==> config.mk <==
export PLATFORM = sky130hd
export DESIGN_NAME = regfile_wb_ctrl_flat
export DESIGN_NICKNAME = d
export VERILOG_FILES = /design/src/rtl/regfile_wb_ctrl_if.sv /design/src/rtl/regfile_wb_ctrl.sv /design/src/flat_wrapper.sv
export SDC_FILE = /design/constraint.sdc
export NUM_CORES = 1
export LEC_CHECK = 0
export BUFFER_PORTS_ARGS = -buffer_cell sky130_fd_sc_hd__buf_4
export CORE_UTILIZATION = 50
export CTS_BUF_LIST = sky130_fd_sc_hd__clkbuf_2
export DETAILED_ROUTE_END_ITERATION = 10
export PLACE_DENSITY = 0.9
export SLEW_MARGIN = 10
export SYNTH_ARGS = -nofsm -noshare
export SYNTH_HDL_FRONTEND = slang
export SYNTH_SLANG_ARGS = --single-unit
==> constraint.sdc <==
create_clock -name clk -period 3.7 [get_ports clk]
set_clock_uncertainty 0.15 [all_clocks]
set_input_delay 0.555 -clock clk [delete_from_list [all_inputs] [get_ports clk]]
set_output_delay 0.555 -clock clk [all_outputs]
set_load 0.02 [all_outputs]
==> src/rtl/regfile_wb_ctrl_if.sv <==
// Write-back request/grant bundle shared by the two requesters (A: ALU/branch, B: load unit).
// The master side drives requests, the controller (slave) returns combinational grants.
interface regfile_wb_ctrl_if #(
    parameter int AW    = 5,
    parameter int WIDTH = 32
);
    logic             req_a;
    logic [AW-1:0]    addr_a;
    logic [WIDTH-1:0] data_a;
    logic             gnt_a;
    logic             req_b;
    logic [AW-1:0]    addr_b;
    logic [WIDTH-1:0] data_b;
    logic             gnt_b;

    modport master (
        output req_a, addr_a, data_a,
        output req_b, addr_b, data_b,
        input  gnt_a, gnt_b
    );

    modport slave (
        input  req_a, addr_a, data_a,
        input  req_b, addr_b, data_b,
        output gnt_a, gnt_b
    );
endinterface

==> src/rtl/regfile_wb_ctrl.sv <==
// Register-file write-back controller: round-robin write-port sharing, registered write
// port and busy scoreboard for issue hazards. Define REGFILE_FWD_EN to forward in-flight data.
module regfile_wb_ctrl #(
    parameter  int N     = 32,
    parameter  int WIDTH = 32,
    localparam int AW    = $clog2(N)
) (
    input  logic             clk,
    input  logic             rst_n,
    regfile_wb_ctrl_if.slave wb,
    input  logic             iss_valid,
    input  logic [AW-1:0]    iss_rd,
    input  logic [AW-1:0]    iss_rs1,
    input  logic [AW-1:0]    iss_rs2,
    output logic             iss_stall,
    output logic             rf_we,
    output logic [AW-1:0]    rf_a3,
    output logic [WIDTH-1:0] rf_wd3,
    output logic             fwd_hit1,
    output logic             fwd_hit2,
    output logic [WIDTH-1:0] fwd_data
);

    typedef enum logic {RR_A = 1'b0, RR_B = 1'b1} rr_t;

    rr_t              rr_reg;
    rr_t              rr_next;
    logic             rf_we_reg;
    logic [AW-1:0]    rf_a3_reg;
    logic [WIDTH-1:0] rf_wd3_reg;
    logic [N-1:0]     busy_reg;
    logic [N-1:0]     busy_next;

    logic             wb_fire;
    logic [AW-1:0]    wb_addr;
    logic [WIDTH-1:0] wb_data;
    logic             iss_fire;
    logic             raw_inf1;
    logic             raw_inf2;

    always_ff @(posedge clk) begin
        if (!rst_n) begin
            rr_reg     <= RR_A;
            rf_we_reg  <= 1'b0;
            rf_a3_reg  <= '0;
            rf_wd3_reg <= '0;
            busy_reg   <= '0;
        end else begin
            rr_reg    <= rr_next;
            rf_we_reg <= wb_fire && (wb_addr != '0);
            if (wb_fire) begin
                rf_a3_reg  <= wb_addr;
                rf_wd3_reg <= wb_data;
            end
            busy_reg <= busy_next;
        end
    end

    // The pointer only moves on contention so a lone requester never loses its turn.
    always_comb begin
        rr_next  = rr_reg;
        wb.gnt_a = 1'b0;
        wb.gnt_b = 1'b0;
        if (wb.req_a && wb.req_b) begin
            if (rr_reg == RR_A) begin
                wb.gnt_a = 1'b1;
                rr_next  = RR_B;
            end else begin
                wb.gnt_b = 1'b1;
                rr_next  = RR_A;
            end
        end else begin
            wb.gnt_a = wb.req_a;
            wb.gnt_b = wb.req_b;
        end
    end

    assign wb_fire = wb.gnt_a || wb.gnt_b;
    assign wb_addr = wb.gnt_b ? wb.addr_b : wb.addr_a;
    assign wb_data = wb.gnt_b ? wb.data_b : wb.data_a;

    assign iss_fire = iss_valid && !iss_stall;

    // Issue set has priority over write-back clear: the newer producer is still outstanding.
    assign busy_next[0] = 1'b0;
    for (genvar gi = 1; gi < N; gi++) begin : g_busy
        assign busy_next[gi] = (iss_fire && (iss_rd == AW'(gi))) ? 1'b1 :
                               (wb_fire && (wb_addr == AW'(gi))) ? 1'b0 :
                               busy_reg[gi];
    end

`ifdef REGFILE_FWD_EN
    assign raw_inf1 = 1'b0;
    assign raw_inf2 = 1'b0;
    assign fwd_hit1 = rf_we_reg && (rf_a3_reg == iss_rs1) && (iss_rs1 != '0);
    assign fwd_hit2 = rf_we_reg && (rf_a3_reg == iss_rs2) && (iss_rs2 != '0);
    assign fwd_data = rf_wd3_reg;
`else
    // A write sitting in the output register is not yet readable from the register file.
    assign raw_inf1 = rf_we_reg && (rf_a3_reg == iss_rs1);
    assign raw_inf2 = rf_we_reg && (rf_a3_reg == iss_rs2);
    assign fwd_hit1 = 1'b0;
    assign fwd_hit2 = 1'b0;
    assign fwd_data = '0;
`endif

    assign iss_stall = ((iss_rs1 != '0) && (busy_reg[iss_rs1] || raw_inf1)) ||
                       ((iss_rs2 != '0) && (busy_reg[iss_rs2] || raw_inf2)) ||
                       ((iss_rd  != '0) &&  busy_reg[iss_rd]);

    assign rf_we  = rf_we_reg;
    assign rf_a3  = rf_a3_reg;
    assign rf_wd3 = rf_wd3_reg;

endmodule

==> src/flat_wrapper.sv <==
// flat-port wrapper written by rule: the top's interface ports become plain ports
module regfile_wb_ctrl_flat 
#(
    parameter  int N     = 32,
    parameter  int WIDTH = 32,
    localparam int AW    = $clog2(N)
)
  (clk, rst_n, iss_valid, iss_rd, iss_rs1, iss_rs2, iss_stall, rf_we, rf_a3, rf_wd3, fwd_hit1, fwd_hit2, fwd_data, wb_req_a, wb_addr_a, wb_data_a, wb_req_b, wb_addr_b, wb_data_b, wb_gnt_a, wb_gnt_b);
  regfile_wb_ctrl_if #(.AW(($clog2(N))), .WIDTH(WIDTH)) wb_i ();
  input  logic clk;
  input  logic rst_n;
  input  logic iss_valid;
  input  logic [AW-1:0] iss_rd;
  input  logic [AW-1:0] iss_rs1;
  input  logic [AW-1:0] iss_rs2;
  output logic iss_stall;
  output logic rf_we;
  output logic [AW-1:0] rf_a3;
  output logic [WIDTH-1:0] rf_wd3;
  output logic fwd_hit1;
  output logic fwd_hit2;
  output logic [WIDTH-1:0] fwd_data;
  input wire logic [$bits(wb_i.req_a)-1:0] wb_req_a;
  input wire logic [$bits(wb_i.addr_a)-1:0] wb_addr_a;
  input wire logic [$bits(wb_i.data_a)-1:0] wb_data_a;
  input wire logic [$bits(wb_i.req_b)-1:0] wb_req_b;
  input wire logic [$bits(wb_i.addr_b)-1:0] wb_addr_b;
  input wire logic [$bits(wb_i.data_b)-1:0] wb_data_b;
  output wire logic [$bits(wb_i.gnt_a)-1:0] wb_gnt_a;
  output wire logic [$bits(wb_i.gnt_b)-1:0] wb_gnt_b;
  assign wb_i.req_a = wb_req_a;
  assign wb_i.addr_a = wb_addr_a;
  assign wb_i.data_a = wb_data_a;
  assign wb_i.req_b = wb_req_b;
  assign wb_i.addr_b = wb_addr_b;
  assign wb_i.data_b = wb_data_b;
  assign wb_gnt_a = wb_i.gnt_a;
  assign wb_gnt_b = wb_i.gnt_b;
  regfile_wb_ctrl #(.N(N), .WIDTH(WIDTH)) u_core (.clk(clk), .rst_n(rst_n), .wb(wb_i), .iss_valid(iss_valid), .iss_rd(iss_rd), .iss_rs1(iss_rs1), .iss_rs2(iss_rs2), .iss_stall(iss_stall), .rf_we(rf_we), .rf_a3(rf_a3), .rf_wd3(rf_wd3), .fwd_hit1(fwd_hit1), .fwd_hit2(fwd_hit2), .fwd_data(fwd_data));
endmodule
==> impl_metrics.ini, run 1 <==
[cts]
cts-hold-fix-buffers = 0
cts_setup_buffers = 0
clockBufferDepth = 2
cts_root_buf = clkbuf_2
cts_made_buffers = 9
clock_latency_ns = 0.49
cts_resized = 0
cts.sinks = 70
cts_tree = yes
clk_transition_reported_paths_ns = 0.19
htree_levels = 3

[floorplanning]
die_w_um = 97.0
start_util = 0.517
core_um2 = 8720
die_area_um2 = 9400
die_h_um = 97.0
io_pins = 169
rows = 34

[worst_setup_path]
critical_path.startpoint = u_core.busy_reg[11]
worst_setup_path_end_kind = output port
critPathMaxFanout = 4
cp-start-kind = register
arrival_ns = 2.54
required_ns = 2.99
worstReg2RegStart = u_core.busy_reg[11]
timing_worst_setup_path_type = reg -> out

[grt]
grt_max_degree = 65
met2_usage = 0.477
grt_util_met3 = 0.0838
grt-ovfl-total = 0
antenna_found_initial = 0
grt_pass1_wl_mm = 21.0
track_usage = 0.276
top_usage_layer = met2
grt_pass1_vias = 4302
met1_usage = 0.325

[sta]
hold_viol_final = 0
holdWs_ns = 0.154
setup_viol_count_final = 0
finalSetupTns_ns = 0
slew_headroom = 0.239
fin_crit_ns = 3.24
period_share = 0.877
tightest_slew_ns = 1.14
drv_slew = 0
clock.fmax_mhz = 308
rsz0062_at_grt = no

[place]
gp_congestion = 0.928
dpl-instance-area_um2 = 5380
hpwl_mm = 10.2
port_buffers = 134

[drt]
num_vias = 4518
post_drt_wl_per_cell_um = 17.4
drt_iter0_markers = 295
dr.pass1.iters = 5
ant_nets = 0
drc = 0
routed_wl_mm = 13.2
vias_per_cell = 5.98

[outcome]
outcome = finished clean

[worst_hold_path]
hp-class = in -> reg
hp-start = wb_data_b[5]

[synthesis]
synthTopCellsByArea = dfxtp_1 (31%), nand2_1 (7.7%), mux4_2 (7.5%)
synthesis.area_um2 = 4510
synth.largest_area_cell = dfxtp_1
yosysWarningCount = 0
yosysMostFrequentCell = nand2_1
async_flop_share = 0
netlist.area_leader.share = 0.311
ys_ff_latch = 70
yosys-top-cells-count = nand2_1 (93), dfxtp_1 (70), nor2_1 (49)
yosysSeqAreaShare = 0.311
syn_inst = 538
synth_edf_count = 0
synthDistinctLibCells = 53
synth_flop_cell = dfxtp_1
syn_area_per_cell_um2 = 8.38

[layout]
largest_register_ffs = 32
fin_area_um2 = 5450
layout-drive-gt1-share = 0.285
diodes = 0
fin_nets = 738
area_delta_synth_final_pct = 20.9

[power]
max-vdd-ir-drop_mv = 0.223
p_per_area_nw_per_um2 = 303
p_leak_nw = 2.45
power_mw = 1.65

[run]
drv_cap = 0
cell type report:
| type | instances | area (um^2) |
|---|---|---|
| fillers | 754 | 3270 |
| multi-input cells | 417 | 2770 |
| flip-flops and latches | 70 | 1400 |
| repair buffers | 139 | 1040 |
| well taps | 108 | 135 |
| clock buffers | 10 | 50.0 |
| clock inverters | 5 | 27.5 |
| inverters | 7 | 26.3 |
through the flow:
step | cells | setup slack [ns] | utilization
floorplan | 571 | 0.541 | -
global placement | 741 | 0.578 | 0.616
detailed placement | 741 | 0.544 | 0.616
CTS | 756 | 0.456 | 0.625
global route | 756 | 0.362 | 0.625
finish | 756 | 0.455 | 0.625
path summary, 6_finish.rpt:
kind	to	slack, ns	cells past startpoint
setup / recovery	iss_stall	0.46	6
hold / removal	u_core.rf_wd3[5]	0.15	3
setup reg to reg	u_core.busy_reg[8]	0.95	7
hold reg to reg	u_core.rf_wd3[22]	0.36	2
cell usage in the layout, fill, tap and decap left out, drive strengths merged, types with 10 or more instances in the layout:
master / n
dfxtp: 70
mux4: 16
o41ai: 11
nand3: 20
mux2i: 18
a21oi: 12
clkbuf: 10
nand2: 93
o211ai: 16
a311oi: 33
buf: 139
o21ai: 13
nor2: 49
o31ai: 11
conb: 34
logic make-up (layout without fill, tap and decap cells):
group / count (synthesis) / count (layout) / share of synthesized area
flops: 70 / 70 / 0.311
simple gates: 206 / 206 / 0.202
other cells: 1 / 34 / 0.000832
xor+xnor: 10 / 10 / 0.0194
buf+inv: 84 / 161 / 0.105
compound gates: 126 / 126 / 0.224
mux: 41 / 41 / 0.138
layer usage:
layer / wire length, um / share of wire
met5: 0 / 0
met2: 6560 / 0.50
met3: 1310 / 0.10
met4: 242 / 0.018
met1: 5050 / 0.38
worst max-delay path, cell delays in order, from the launching register on:
cell     delay, ns
dfxtp_1       0.40
mux4_1        0.51
mux2_2        0.27
o31a_1        0.23
o32a_1        0.20
or2_1         0.27
buf_4         0.17
power by group:
| group | total, mW | switching, mW | internal, mW |
|---|---|---|---|
| clock network | 0.346 | 0.263 | 0.0830 |
| registers | 0.824 | 0.0304 | 0.794 |
| logic | 0.485 | 0.288 | 0.196 |
Note: power is estimated with default switching activity, not from simulation.
==> inputs of run 2 (changes only) <==
Settings changed: CORE_MARGIN from default to 5.
==> run 2 against run 1 <==
Compared with the run above: setup slack got worse by 0.026 ns; hold slack got worse by 0.016 ns; clock-buffer cell count did not move; register-to-register slack worse by 0.09 ns; clock power increased by 20%; combinational power about the same; wire length up 3.1%; core utilization about the same; cell area is 0.44% higher; non-clock buffer count unchanged; first-iteration DRC count is 27% higher; fmax down 0.79%; critical endpoint unchanged; largest cell class unchanged; highest routed layer unchanged.
==> impl_metrics.ini, run 2 (synthesis results as in run 1) <==
[outcome]
outcome = finished clean

[layout]
diodes = 0
seq_area_um2 = 1400
largest_register_ffs = 32
final_cell_mix = buf_4 (139), nand2_1 (93), dfxtp_1 (70), nor2_1 (49), conb_1 (34)
nFillCells = 752
multi_input_area_um2 = 2770
final_common_cell = buf_4
fin_nets = 738
area_delta_synth_final_pct = 21.4
layout-drive-gt1-share = 0.284

[grt]
grt_pass1_wl_mm = 21.6
antenna_found_initial = 0
met2_usage = 0.391
grt_pass1_vias = 4407
top_usage_layer = met2
grt_max_degree = 59
grt_util_met3 = 0.0900
track_usage = 0.238
met1_usage = 0.281
grt-ovfl-total = 0

[cts]
cts_setup_buffers = 0
clockBufferDepth = 2
cts_resized = 0
cts-hold-fix-buffers = 0
cts_tree = yes
cts.sinks = 70
cts_root_buf = clkbuf_2
cts_made_buffers = 9
clock_latency_ns = 0.50
htree_levels = 3
clk_transition_reported_paths_ns = 0.20

[sta]
drv_slew = 0
hold_viol_final = 0
fin_crit_ns = 3.27
tightest_slew_ns = 1.18
finalSetupTns_ns = 0
clock.fmax_mhz = 306
rsz0062_at_grt = no
setup_viol_count_final = 0
holdWs_ns = 0.138
period_share = 0.884
slew_headroom = 0.215

[worst_setup_path]
arrival_ns = 2.57
timing_worst_setup_path_type = reg -> out
worstRegToRegCells = 7
worstReg2RegStart = u_core.busy_reg[11]
cp-start-kind = register
reg2reg_to = u_core.busy_reg[1]
critPathMaxFanout = 4
required_ns = 2.99
worst_setup_path_end_kind = output port
rrSetupSlack_ns = 0.86

[floorplanning]
io_pins = 169
core_um2 = 8760
die_h_um = 105
die_area_um2 = 11000
rows = 34
die_w_um = 105
start_util = 0.515

[drt]
ant_nets = 0
vias_per_cell = 6.08
drc = 0
drt_iter0_markers = 375
num_vias = 4597
post_drt_wl_per_cell_um = 18.0
dr.pass1.iters = 5
routed_wl_mm = 13.6

[place]
gp_congestion = 0.915
port_buffers = 134
hpwl_mm = 10.5

[worst_hold_path]
hp-class = in -> reg
min_to = u_core.rf_wd3[14]
hp-start = wb_data_b[14]
hold_path_depth = 3

[power]
power_mw = 1.72
p_leak_nw = 2.45
p_per_area_nw_per_um2 = 315
max-vdd-ir-drop_mv = 0.228

[run]
drv_cap = 0
-- run 2: cell count changes in the layout (fill, tap and decap cells not counted) --
cell	change
bufinv_16	+1
clkinv_1	+1
clkinv_2	-2
-- run 2: critical path, stage by stage, from the launching register on --
cell and delay [ns]:
dfxtp_1 0.40, mux4_1 0.51, mux2_2 0.28, o31a_1 0.23, o32a_1 0.19, or2_1 0.28
buf_4 0.17
-- run 2: layout make-up --
type / instances / area share
Tap cell: 108 / 0.0247
Sequential cell: 70 / 0.256
Multi-Input combinational cell: 417 / 0.506
Clock inverter: 5 / 0.00937
Timing Repair Buffer: 139 / 0.191
Inverter: 7 / 0.00480
Clock buffer: 10 / 0.00914
-- run 2: worst max-delay path by stage --
stage / startpoint / slack [ns] / depth (start not counted) / endpoint
floorplan: iss_rd[2] / 0.54 / 8 / iss_stall
global placement: iss_rd[2] / 0.58 / 7 / iss_stall
detailed placement: iss_rs1[2] / 0.49 / 8 / u_core.busy_reg[1]
CTS: u_core.busy_reg[14] / 0.40 / 6 / iss_stall
global route: u_core.busy_reg[11] / 0.29 / 6 / iss_stall
finish: u_core.busy_reg[11] / 0.43 / 6 / iss_stall
-- run 2: metrics by stage --
| stage | setup slack (ns) | util | std cells | instance area [um^2] |
|---|---|---|---|---|
| 2_1_floorplan | 0.541 | - | 571 | 4630 |
| 3_3_place_gp | 0.582 | 0.613 | 741 | 5380 |
| 3_5_place_dp | 0.493 | 0.613 | 741 | 5380 |
| 4_1_cts | 0.404 | 0.625 | 756 | 5480 |
| 5_1_grt | 0.293 | 0.625 | 756 | 5480 |
| 6_report | 0.430 | 0.625 | 756 | 5480 |
-- run 2: metal layers --
layer | vias to the layer above | wire length [um]
li1 | 2128 | -
met1 | 2161 | 4980
met2 | 281 | 6490
met3 | 27 | 1790
met4 | 0 | 322
met5 | - | 0
-- run 2: report_power, final --
| group | switching (mW) | internal, mW | total (mW) |
|---|---|---|---|
| clock network | 0.264 | 0.151 | 0.415 |
| registers | 0.0312 | 0.794 | 0.825 |
| logic | 0.289 | 0.196 | 0.485 |
